[config.mk]
export PLATFORM = sky130hd
export DESIGN_NAME = fp_addsub_pipe_flat
export DESIGN_NICKNAME = d
export VERILOG_FILES = /design/src/rtl/fp_addsub_if.sv /design/src/rtl/fp_addsub_pipe.sv /design/src/flat_wrapper.sv
export SDC_FILE = /design/constraint.sdc
export NUM_CORES = 1
export LEC_CHECK = 0
export CORE_ASPECT_RATIO = 0.8
export CORE_MARGIN = 8
export CORE_UTILIZATION = 45
export DETAILED_ROUTE_END_ITERATION = 7
export PLACE_DENSITY_LB_ADDON = 0.1
export SLEW_MARGIN = 30
export SYNTH_ARGS = -nofsm -noshare
export SYNTH_HDL_FRONTEND = slang
export SYNTH_SLANG_ARGS = --single-unit
[constraint.sdc]
create_clock -name clk -period 13.3 [get_ports clk]
set_clock_uncertainty 0.15 [all_clocks]
set_input_delay 2.66 -clock clk [delete_from_list [all_inputs] [get_ports clk]]
set_output_delay 2.66 -clock clk [all_outputs]
set_load 0.02 [all_outputs]
[src/rtl/fp_addsub_if.sv]
// fp_addsub_if: operand/result valid-ready bundle for fp_addsub_pipe
interface fp_addsub_if #(parameter int EXP_W = 8, parameter int MAN_W = 23);
  localparam int W = 1 + EXP_W + MAN_W;
  logic in_vld, in_rdy, op, out_vld, out_rdy;
  logic [W-1:0] a, b, result;
  logic [3:0] flags;
  modport master (output in_vld, op, a, b, out_rdy, input in_rdy, out_vld, result, flags);
  modport slave (input in_vld, op, a, b, out_rdy, output in_rdy, out_vld, result, flags);
endinterface

[src/rtl/fp_addsub_pipe.sv]
// fp_addsub_pipe: 6-stage parametrised FP add/sub, round-to-nearest-even, valid/ready stall.
// Flags {invalid, overflow, underflow, inexact} are only built when FP_ADDSUB_FLAGS_EN is defined.
module fp_addsub_pipe #(
  parameter int EXP_W = 8,
  parameter int MAN_W = 23
) (
  input logic clk,
  input logic rst,
  fp_addsub_if.slave io
);
  localparam int W = 1 + EXP_W + MAN_W;
  localparam int M = MAN_W + 4;
  localparam int E2 = EXP_W + 2;
  localparam int LZ_W = $clog2(M + 1);
  localparam logic signed [E2-1:0] ONE = E2'(1);
  localparam logic signed [E2-1:0] EMAX = E2'((1 << EXP_W) - 1);
  localparam logic [W-1:0] QNAN = {1'b0, {EXP_W{1'b1}}, 1'b1, {(MAN_W-1){1'b0}}};
  logic en;
  logic [5:0] v;
  logic [5:1] sx_p, spc_p, zs_p;
  logic [2:1] sub_p;
  logic [EXP_W-1:0] ex_p [1:4];
  logic [W-1:0] sres_p [1:5];
  logic [EXP_W-1:0] ea, eb, ed, d1;
  logic [MAN_W-1:0] fa, fb;
  logic sa, sb, za, zb, ia, ib, na, nb, swap, iminf;
  logic sx0, spc0, zs0;
  logic [W-1:0] sres0;
  logic [M-1:0] mx0, my0, mx1, my1, mx2, my2, y2;
  logic [M:0] sum3, sum4;
  logic [LZ_W-1:0] lz, lz4;
  logic signed [E2-1:0] e5n, e5, e6;
  logic [M-1:0] m5n, m5;
  logic [MAN_W+1:0] mr;
  logic g6, rs6, ovf, unf, zero6;
  logic [W-1:0] res6, result;
  assign en = !v[5] || io.out_rdy;
  assign io.in_rdy = en;
  assign io.out_vld = v[5];
  assign io.result = result;
  always_comb begin
    sa = io.a[W-1];
    sb = io.b[W-1] ^ io.op;
    ea = io.a[W-2:MAN_W];
    eb = io.b[W-2:MAN_W];
    za = ea == '0;
    zb = eb == '0;
    fa = za ? '0 : io.a[MAN_W-1:0];
    fb = zb ? '0 : io.b[MAN_W-1:0];
    ia = &ea && fa == '0;
    ib = &eb && fb == '0;
    na = &ea && fa != '0;
    nb = &eb && fb != '0;
    iminf = ia && ib && sa != sb;
    swap = {eb, fb} > {ea, fa};
    sx0 = swap ? sb : sa;
    ed = swap ? eb - ea : ea - eb;
    mx0 = swap ? {!zb, fb, 3'b000} : {!za, fa, 3'b000};
    my0 = swap ? {!za, fa, 3'b000} : {!zb, fb, 3'b000};
    spc0 = na || nb || ia || ib;
    sres0 = (na || nb || iminf) ? QNAN : {ia ? sa : sb, {EXP_W{1'b1}}, {MAN_W{1'b0}}};
    zs0 = za && zb && sa && sb;
  end
  // Far-shifted operand collapses to a lone sticky bit
  always_comb y2 = int'(d1) >= MAN_W + 3 ? M'(|my1) : (my1 >> d1) | M'(|(my1 & ~({M{1'b1}} << d1)));
  always_comb begin
    lz = LZ_W'(M);
    for (int i = 0; i < M; i++) if (sum3[i]) lz = LZ_W'(M - 1 - i);
  end
  always_comb begin
    e5n = sum4[M] ? $signed({2'b00, ex_p[4]}) + ONE : $signed({2'b00, ex_p[4]}) - $signed(E2'(lz4));
    m5n = sum4[M] ? {sum4[M:2], |sum4[1:0]} : sum4[M-1:0] << lz4;
  end
  always_comb begin
    g6 = m5[2];
    rs6 = |m5[1:0];
    mr = {1'b0, m5[M-1:3]} + (MAN_W+2)'(g6 && (rs6 || m5[3]));
    e6 = e5 + $signed(E2'(mr[MAN_W+1]));
    zero6 = m5 == '0;
    ovf = !e6[E2-1] && e6 >= EMAX;
    unf = e6[E2-1] || e6 == '0;
    res6 = spc_p[5] ? sres_p[5]
         : zero6 ? {zs_p[5], {(W-1){1'b0}}}
         : ovf ? {sx_p[5], {EXP_W{1'b1}}, {MAN_W{1'b0}}}
         : unf ? {sx_p[5], {(W-1){1'b0}}}
         : {sx_p[5], e6[EXP_W-1:0], mr[MAN_W+1] ? mr[MAN_W:1] : mr[MAN_W-1:0]};
  end
  always_ff @(posedge clk) begin
    if (rst) begin
      v <= '0;
      result <= '0;
    end else if (en) begin
      v <= {v[4:0], io.in_vld};
      result <= res6;
    end
    if (en) begin
      sx_p <= {sx_p[4:1], sx0};
      spc_p <= {spc_p[4:1], spc0};
      zs_p <= {zs_p[4:1], zs0};
      sub_p <= {sub_p[1], sa != sb};
      ex_p[1] <= swap ? eb : ea;
      sres_p[1] <= sres0;
      for (int k = 2; k <= 4; k++) ex_p[k] <= ex_p[k-1];
      for (int k = 2; k <= 5; k++) sres_p[k] <= sres_p[k-1];
      mx1 <= mx0;
      my1 <= my0;
      d1 <= ed;
      mx2 <= mx1;
      my2 <= y2;
      sum3 <= sub_p[2] ? {1'b0, mx2} - {1'b0, my2} : {1'b0, mx2} + {1'b0, my2};
      sum4 <= sum3;
      lz4 <= lz;
      m5 <= m5n;
      e5 <= e5n;
    end
  end
`ifdef FP_ADDSUB_FLAGS_EN
  logic inv0;
  logic [5:1] inv_p;
  logic [3:0] flags_q;
  always_comb inv0 = (na && !fa[MAN_W-1]) || (nb && !fb[MAN_W-1]) || iminf;
  always_ff @(posedge clk) begin
    if (rst) flags_q <= '0;
    else if (en) flags_q <= spc_p[5] ? {inv_p[5], 3'b000} : zero6 ? 4'b0000 : {1'b0, ovf, unf, ovf || unf || g6 || rs6};
    if (en) inv_p <= {inv_p[4:1], inv0};
  end
  assign io.flags = flags_q;
`else
  assign io.flags = 4'b0000;
`endif
endmodule
[src/flat_wrapper.sv]
// flat-port wrapper written by rule: the top's interface ports become plain ports
module fp_addsub_pipe_flat 
#(
  parameter int EXP_W = 8,
  parameter int MAN_W = 23
)
  (clk, rst, io_in_vld, io_op, io_a, io_b, io_out_rdy, io_in_rdy, io_out_vld, io_result, io_flags);
  fp_addsub_if #(.EXP_W(EXP_W), .MAN_W(MAN_W)) io_i ();
  input logic clk;
  input logic rst;
  input wire logic [$bits(io_i.in_vld)-1:0] io_in_vld;
  input wire logic [$bits(io_i.op)-1:0] io_op;
  input wire logic [$bits(io_i.a)-1:0] io_a;
  input wire logic [$bits(io_i.b)-1:0] io_b;
  input wire logic [$bits(io_i.out_rdy)-1:0] io_out_rdy;
  output wire logic [$bits(io_i.in_rdy)-1:0] io_in_rdy;
  output wire logic [$bits(io_i.out_vld)-1:0] io_out_vld;
  output wire logic [$bits(io_i.result)-1:0] io_result;
  output wire logic [$bits(io_i.flags)-1:0] io_flags;
  assign io_i.in_vld = io_in_vld;
  assign io_i.op = io_op;
  assign io_i.a = io_a;
  assign io_i.b = io_b;
  assign io_i.out_rdy = io_out_rdy;
  assign io_in_rdy = io_i.in_rdy;
  assign io_out_vld = io_i.out_vld;
  assign io_result = io_i.result;
  assign io_flags = io_i.flags;
  fp_addsub_pipe #(.EXP_W(EXP_W), .MAN_W(MAN_W)) u_core (.clk(clk), .rst(rst), .io(io_i));
endmodule
==> results.md <==
- Area of the core: 39400 um^2
- Commonest non-fill, non-tap cell in the layout: edfxtp_1
- Post-CTS Hold Buffers: 0
- Kind of critical path: in -> out
- Gp weighted congestion: 0.874
- Die height: 195 um
- Most common cell on crit path: clkdlybuf4s50_1
- Root buffer cell: clkbuf_16
- Number of setup violations in the final report: 0
- Port Buffers: 102
- Post-Place Setup Slack: 5.29 ns
- GRT Overall Usage: 19.8%
- Vias in the first global route: 13400
- Startpoint Class: input pin
- Pin count of the biggest net entering global routing: 81
- Die Area: 46800 um^2
- Hold Path Stages: 0
- DRC errors left: 0
- Status: complete, no violations
- Antenna violations before repair: 0
- YS warnings: 0
- CTS tree: yes
- Final Cycle Share: 55.0%
- PnR Total Power: 0.00392 W
- Seq pwr share: 41.0%
- Via count: 14000
- Met1 Use GR: 29.1%
- Final Core Density: 52.2%
- Hpwl dp: 35400 um
- Post-route setup slack: 5.98 ns
- Ys flop type: edfxtp_1
- Starting DRT DRC Count: 1237
- Number of flops mapped to enable cells by yosys: 264
- Top Usage Layer GRT: met2
- Inst Count DP: 2358
- Switching Share: 36.0%
- Slew Limit Fails: 0
- Crit path max fanout: 63
- Distinct cell type count after synthesis: 81
- Final Instance Count excl. Fillers: 2420
- FF-to-FF End: u_core.io.result[2]$_SDFFE_PP0P_
- Power Dens Cells: 190 nW/um^2
- Vias/cell: 5.79
- Num CTS Buffers: 34
- Worst-path cell chain: clkdlybuf4s50_1, nor2b_2, buf_4, inv_8, clkdlybuf4s50_1
- H-tree Lvls: 2
- Ant diodes: 0
- First-pass GRT wire length: 74800 um
- Slowest CP cell: clkdlybuf4s50_1
- TNS Setup: 0 ns
- Setup bufs post-CTS: 0
- Unrepaired setup endpoints after global routing: false
- Drt pass-1 iters: 7
- Ports: 107
- Final nets: 2002
- Worst rel slew slack: 37.1%
- PostCTS Resize Cnt: 0
- Die Width: 240 um
- Maximum vdd ir drop: 0.0977 mV
- Worst-Skew Late Latency: 0.53 ns
- Initial Util: 45.7%
- Rows: 65
- GRT met2 Usage: 30.6%
- Clock Sinks: 302
- Layout cells sized above 1: 7.11%
- Endpoints failing hold: 0
- Yosys reg bits: 302
- Post-Syn Instances: 1794
- Met3 layer usage reported by global route: 3.07%
- Cell Area, Synth: 18000 um^2
- Combinational power share: 35.1%
- Post-route ant nets: 0
- Maxcap violations: 0
- CP endpoint kind: output port
- Sw power: 0.00141 W
- Total gr overflow: 0
- Fin crit period: 7.32 ns
- Clock Power Share: 23.9%
- Pleak: 8.05 nW
- Clk pin slew, worst setup/hold paths: 0.05 ns
- WL final: 47100 um
- Worst Path Required: 10.49 ns
- Post-synth ARST share: 0%
- Worst-Margin Slew: 0.943 ns
- Max clock buf depth: 3
- WL/cell: 19.5 um
- Hold path startpoint: u_core.ex_p[0][24]$_DFFE_PP_
- Hold Path End: u_core.ex_p[0][32]$_DFFE_PP_
- CP peak stage delay: 0.69 ns
- Worst r2r path cells: 18
- Post-synthesis sequential area ratio: 48.2%
- Fmax: 0.137 GHz
- Worst R2R Setup Slack: 8.16 ns
- Mean Syn Cell Area: 10.1 um^2
- Crit path DAT: 4.51 ns
- Most frequent cells in the layout: edfxtp_1 (264), nand2_1 (208), nor2_1 (161), o21ai_0 (127), a21oi_1 (118)
- Min-delay worst type: reg -> reg
- R2R Path Start: u_core.m5[2]$_DFFE_PP_
- Int Power: 0.00251 W
- Area Overhead vs Synth: 14.3%
logic make-up (layout without fill, tap and decap cells):
kind of cell	after synthesis	in the layout	share of synthesized area [%]
AO/OA/AOI/OAI	453	453	16.1
XOR/XNOR	89	89	4.32
AND/OR/NAND/NOR	617	617	15.9
other	1	4	0.0208
flip-flops	302	302	48.2
adder cells (fa/ha/maj)	75	75	5.33
multiplexers	74	74	6.06
buffers and inverters	183	270	4.07
sequential cells by signal, indices dropped and copies added (netlist names), 5 cells and up:
name              flops
u_core.my1           24
u_core.my2           27
u_core.ex_p          32
u_core.io.result     32
u_core.zs_p           5
u_core.sum4          28
u_core.v              6
u_core.d1             8
u_core.lz4            5
u_core.mx1           24
u_core.spc_p          5
u_core.sum3          28
u_core.m5            27
u_core.e5            10
u_core.sres_p        10
u_core.mx2           24
u_core.sx_p           5
power groups by stage:
stage | logic, W | registers [W] | clock network [W]
after floorplan | 0.000991 | 0.00153 | 0
after global placement | 0.00136 | 0.00162 | 0
after detailed placement | 0.00136 | 0.00162 | 0
after CTS | 0.00137 | 0.00161 | 0.000963
after global routing | 0.00152 | 0.00164 | 0.00100
final | 0.00138 | 0.00161 | 0.000936
routing by layer:
metal | routed length [um] | vias up
met5 | 0 | -
met4 | 777 | 0
met3 | 2790 | 62
met2 | 21000 | 398
met1 | 22600 | 6778
li1 | - | 6777
cell type report:
class,instances,area [um^2]
inverter,88,338
tap,536,671
sequential,302,8690
clock buffer,43,948
clock inverter,19,170
timing repair buffer,120,1160
multi-input combinational,1312,8630
fill,3655,18800
worst max-delay path by stage:
stage	from	endpoint	slack, ns	cells past startpoint
5_1_grt	io_b[28]	u_core.d1[5]$_DFFE_PP_	5.60	16
4_1_cts	io_b[29]	u_core.d1[5]$_DFFE_PP_	5.84	16
6_report	io_out_rdy	io_in_rdy	5.98	5
3_5_place_dp	io_b[29]	u_core.d1[5]$_DFFE_PP_	5.29	16
2_1_floorplan	io_out_rdy	io_in_rdy	0.04	4
3_3_place_gp	io_b[29]	u_core.d1[5]$_DFFE_PP_	5.42	16
synthesized netlist by cell type (39+ instances only):
cell / count / area [um^2]
ha_1: 72 / 901
a21oi_1: 118 / 591
xnor2_1: 61 / 534
mux2i_1: 39 / 390
o21ai_0: 127 / 636
nor3_1: 40 / 200
nor2_1: 162 / 608
nand3_1: 66 / 330
inv_1: 84 / 315
nand2_1: 209 / 785
edfxtp_1: 264 / 7930
clkbuf_1: 64 / 240
critical path: cells and delay by family:
kind / cells / cell delay (ns)
buffers and inverters: 4 / 1.76
AND/OR/NAND/NOR: 1 / 0.04
metrics by stage:
stage,instance area (um^2),hold slack (ns)
4_1_cts,20600,0.253
6_report,20600,0.246
2_1_floorplan,18000,0.250
3_3_place_gp,19500,0.252
3_5_place_dp,19500,0.255
5_1_grt,20600,0.262
Power figures use the tool's default switching activity.
